### src/rtl/screen_region_scanner.sv
// Rectangular framebuffer region scanner: read-modify-write of each pixel, 3 cycles per pixel.
// Optional macro SCREEN_SKIP_UNCHANGED_EN suppresses writes whose new colour equals the stored one.
module screen_region_scanner #(
    parameter int COLOUR_BITS = 3,
    parameter int SCREEN_W    = 160,
    parameter int SCREEN_H    = 120
) (
    input  logic                   clock,
    input  logic                   resetn,
    input  logic                   screen_start,
    input  logic [7:0]             screen_x_min,
    input  logic [7:0]             screen_y_min,
    input  logic [7:0]             screen_x_range,
    input  logic [7:0]             screen_y_range,
    output logic [7:0]             screen_x,
    output logic [7:0]             screen_y,
    output logic [COLOUR_BITS-1:0] old_screen_colour,
    input  logic [COLOUR_BITS-1:0] new_screen_colour,
    output logic                   screen_done,
    output logic                   busy,
    output logic [7:0]             fb_x,
    output logic [6:0]             fb_y,
    input  logic [COLOUR_BITS-1:0] fb_rdata,
    output logic                   fb_we,
    output logic [COLOUR_BITS-1:0] fb_wdata
);

    typedef enum logic [2:0] {
        IDLE,
        ADDR,
        FETCH,
        WRITE,
        DONE
    } state_t;

    state_t     state;
    // Counters are 9 bits so regions running past column/row 255 do not wrap.
    logic [8:0] x_cnt;
    logic [8:0] y_cnt;
    logic [8:0] x_last;
    logic [8:0] y_last;
    logic [7:0] x_min_q;
    logic       last_col;
    logic       last_row;
    logic       in_bounds;
    logic       write_ok;

    assign last_col  = (x_cnt == x_last);
    assign last_row  = (y_cnt == y_last);
    assign in_bounds = (x_cnt < 9'(SCREEN_W)) && (y_cnt < 9'(SCREEN_H));

`ifdef SCREEN_SKIP_UNCHANGED_EN
    assign write_ok = in_bounds && (new_screen_colour != old_screen_colour);
`else
    assign write_ok = in_bounds;
`endif

    assign fb_we    = (state == WRITE) && write_ok;
    assign fb_wdata = (state == WRITE) ? new_screen_colour : '0;
    assign screen_x = x_cnt[7:0];
    assign screen_y = y_cnt[7:0];
    assign fb_x     = x_cnt[7:0];
    assign fb_y     = y_cnt[6:0];

    always_ff @(posedge clock or negedge resetn) begin
        if (!resetn) begin
            state             <= IDLE;
            x_cnt             <= '0;
            y_cnt             <= '0;
            x_last            <= '0;
            y_last            <= '0;
            x_min_q           <= '0;
            old_screen_colour <= '0;
            busy              <= 1'b0;
            screen_done       <= 1'b0;
        end else begin
            case (state)
                IDLE: begin
                    screen_done <= 1'b0;
                    if (screen_start) begin
                        x_min_q <= screen_x_min;
                        x_last  <= {1'b0, screen_x_min} + {1'b0, screen_x_range};
                        y_last  <= {1'b0, screen_y_min} + {1'b0, screen_y_range};
                        x_cnt   <= {1'b0, screen_x_min};
                        y_cnt   <= {1'b0, screen_y_min};
                        busy    <= 1'b1;
                        state   <= ADDR;
                    end
                end
                ADDR: begin
                    state <= FETCH;
                end
                FETCH: begin
                    old_screen_colour <= fb_rdata;
                    state             <= WRITE;
                end
                WRITE: begin
                    if (!last_col) begin
                        x_cnt <= x_cnt + 9'd1;
                        state <= ADDR;
                    end else if (!last_row) begin
                        x_cnt <= {1'b0, x_min_q};
                        y_cnt <= y_cnt + 9'd1;
                        state <= ADDR;
                    end else begin
                        screen_done <= 1'b1;
                        state       <= DONE;
                    end
                end
                DONE: begin
                    screen_done <= 1'b0;
                    busy        <= 1'b0;
                    state       <= IDLE;
                end
                default: begin
                    screen_done <= 1'b0;
                    busy        <= 1'b0;
                    state       <= IDLE;
                end
            endcase
        end
    end

endmodule

### config.mk
export PLATFORM = sky130hd
export DESIGN_NAME = screen_region_scanner
export DESIGN_NICKNAME = d
export VERILOG_FILES = /design/src/rtl/screen_region_scanner.sv
export SDC_FILE = /design/constraint.sdc
export NUM_CORES = 1
export LEC_CHECK = 0
export ABC_AREA = 1
export BUFFER_PORTS_ARGS = -buffer_cell sky130_fd_sc_hd__buf_2
export CAP_MARGIN = 20
export CORE_MARGIN = 10
export CORE_UTILIZATION = 50
export CTS_BUF_LIST = sky130_fd_sc_hd__clkbuf_4 sky130_fd_sc_hd__clkbuf_8
export CTS_CLUSTER_DIAMETER = 150
export DETAILED_ROUTE_END_ITERATION = 7
export PLACE_DENSITY = 0.7
export SLEW_MARGIN = 20
export SYNTH_ARGS = -nofsm -noshare
export SYNTH_HDL_FRONTEND = slang
export SYNTH_SLANG_ARGS = --single-unit
### constraint.sdc
create_clock -name clock -period 1.75 [get_ports clock]
set_input_delay 0.175 -clock clock [delete_from_list [all_inputs] [get_ports clock]]
set_output_delay 0.175 -clock clock [all_outputs]
set_load 0.02 [all_outputs]
==> impl_metrics.tcl <==
set metrics [dict create \
    worstSetupPathType "flip-flop to primary output" \
    portBuffers 80 \
    cts_made_buffers 5 \
    tightest_slew_ps 482 \
    wl_um 9380 \
    clk_pin_slew_ps 100 \
    drt_iter0_drc 131 \
    intPower_mw 3.85 \
    seqCellArea_um2 1300 \
    netlist_instances 496 \
    fill_cells 673 \
    core_um2 7250 \
    grt_max_degree 34 \
    firstDrtPassIters 5 \
    multiInputGateArea_um2 2010 \
    synth_area_um2 3720 \
    wl_per_cell_um 14.0 \
    p_sw_frac 0.495 \
    relSlewSlack 0.679 \
    grt_pass1_vias 3327 \
    die-area_um2 11300 \
    die_w_um 106 \
    final_area_um2 4330 \
    max_stage_delay_ps 440 \
    hold_viol_final 0 \
    drv_cap 0 \
    drc 0 \
    power_frac_comb 0.616 \
    globalRoute.busiestLayer "met2" \
    status "complete, no violations" \
    crit_required_ps 1570 \
    tritoncts "built" \
    hold_ws_ps 67.4 \
    drv_slew 0 \
    startpoint_type "flip-flop" \
    vias_per_cell 5.15 \
    min-delay-start "fb_rdata[0]" \
    routed-via-count 3438 \
    p_clk_frac 0.094 \
    post-route-period-util 0.958 \
    dp_hpwl_um 7440 \
    end_kind "primary output" \
    initial_core_util 0.513 \
    instances_no_fill 668 \
    reg2reg_from "x_cnt[6]$_DFFE_PN0P_" \
    fin_skew_ps 10.6 \
    final_layout_size_suffix_gt1_frac 0.265 \
    placementRows 31 \
    p_sw_mw 3.77 \
    dpl.cell_count 657 \
    ir_drop_mv 0.528 \
    num_io_pins 81 \
    crit_chain "buf_4 > inv_1 > a21oi_1 > nor3_2 > buf_4" \
    yosysUniqueCellTypes 37 \
    synth_area_leader_cell "dfrtp_1" \
    worstHoldPathType "input port to flip-flop" \
    seqPwrFrac 0.289 \
    die_h_um 106 \
    path_max_fanout 5 \
    slowest_stage "dfrtp_1" \
    antenna_left 0 \
    clock_latency_ps 310 \
    setup.worst_path.start "x_cnt[6]$_DFFE_PN0P_" \
    cp.buffers_inverters 3 \
    globalRouteMet2Util 0.256 \
    cts_buffer_depth 2 \
    synth-seq-cells 52 \
    clock-root-buffer "clkbuf_8" \
    dpl_worst_slack_ps -21.9 \
    grt_use_met1 0.228 \
    grt.overflow.total 0 \
    gp_congestion 0.874 \
    critical_path.top_delay_family "buffers and inverters" \
    cts_max_level 2 \
    ys.warnings.count 0 \
    yosysSeqAreaShare 0.350 \
    grtUsageTotal 0.167 \
    p_leak_nw 2.34 \
    synth_nets 557 \
    grt_pass1_wl_um 15700 \
    clock-sinks 52 \
    power.density_nw_per_um2 1760 \
    fmax_mhz 596 \
    netlist.area_leader.share 0.350 \
    placed_area_um2 4150 \
    period_needed_ps 1680 \
    crit_top_cell "buf_4" \
    finalSetupViolCount 0 \
    antenna_found_initial 0 \
    synthToLayoutAreaGrowth_pct 16.4 \
    synthTopCellsByArea "dfrtp_1, nand2_1, nand3_1" \
    cp.arrival_ps 1500 \
    nNetsFinal 629 \
    setup_ws_ps 73.1 \
    finalSetupTns_ps 0 \
    syn_area_per_cell_um2 7.50 \
    met3_usage 0.0471 \
    diodes 0 \
]
-- cell usage in the layout, fill, tap and decap left out, types with 2 or more instances in the layout --
cell type  count
or2_2          2
inv_1         36
nor2_1        21
o21ai_2        5
buf_4         29
fa_1           2
nand4_1       15
ha_1          18
xor2_1         8
buf_2         79
nor3_1         3
dfrtp_2        2
xnor2_1       12
nand2_8        2
o21ai_0       19
dfrtp_1       50
inv_2          4
clkinv_2       2
xnor2_2        3
nor3_2         2
nand3_1       53
clkbuf_8       6
nand2_2        6
a21oi_1       15
nand2_1      155
o22ai_1        3
-- metal layers --
| layer | vias up | wire length, µm |
|---|---|---|
| met5 | - | 0 |
| met4 | 0 | 84 |
| met3 | 10 | 782 |
| met2 | 133 | 4070 |
| met1 | 1577 | 4450 |
| li1 | 1718 | - |
-- Yosys cell counts (all sizes together) --
cell type and number:
a21o 1, a21oi 16, a2bb2oi 1, buf 40
clkbuf 5, dfrtp 52, fa 2, ha 18
inv 41, nand2 164, nand3 55, nand3b 1
nand4 15, nor2 24, nor3 5, o211ai 1
o21a 1, o21ai 24, o22ai 3, o31ai 1
or2 3, xnor2 15, xor2 8
-- stage by stage --
stage / total power [mW] / utilization
after floorplan: 5.74 / -
after global placement: 6.61 / 0.572
after detailed placement: 6.71 / 0.572
after CTS: 7.51 / 0.590
after global routing: 8.30 / 0.597
final: 7.63 / 0.597
-- power by group through the flow --
stage,clock network (mW),registers [mW],logic [mW]
2_1_floorplan,0,2.25,3.49
3_3_place_gp,0,2.18,4.43
3_5_place_dp,0,2.20,4.51
4_1_cts,0.739,2.18,4.59
5_1_grt,0.784,2.27,5.24
6_report,0.717,2.21,4.70
-- what timing repair did --
action,in CTS,in global routing
resized for setup,3,10
setup endpoints to repair,1,19
endpoints found under the hold margin,19,0
pin swaps,0,2
buffers inserted,2,0
hold buffers,1,0
-- final timing paths --
path                                                     to  slack [ps]  cells past startpoint
hold / removal             old_screen_colour[0]$_DFFE_PN0P_          70                      3
max in group asynchronous              y_cnt[0]$_DFFE_PN0P_         850                      3
min in group asynchronous  old_screen_colour[2]$_DFFE_PN0P_         350                      2
setup reg to reg                       y_cnt[6]$_DFFE_PN0P_          80                      8
hold reg to reg            old_screen_colour[0]$_DFFE_PN0P_         470                      2
setup / recovery                                      fb_we          70                      5
-- sequential cells by signal, summed over array words and instances, names as in the netlist --
name and flops:
busy 1, old_screen_colour 3, screen_done 1, state 3
x_cnt 9, x_last 9, x_min_q 8, y_cnt 9
y_last 9
-- final cells by class --
| type | instances | share of cell area |
|---|---|---|
| clock buffers | 6 | 0.0191 |
| clock inverters | 2 | 0.00231 |
| inverters | 41 | 0.0361 |
| multi-input cells | 358 | 0.464 |
| flip-flops and latches | 52 | 0.301 |
| well taps | 99 | 0.0286 |
| repair buffers | 110 | 0.148 |
-- cell families after synthesis --
kind of cell / share of synthesized area
and+or+nand+nor: 0.321
DFF: 0.350
buffers and inverters: 0.124
xor gates and xnor gates: 0.0562
AOI/OAI and AO/OA: 0.0773
adders and majority gates: 0.0713
-- worst min-delay path: stages --
cell and delay [ps]:
buf_2 70, nand2_1 40, nand2_1 50
(Power assumes the default switching activity.)
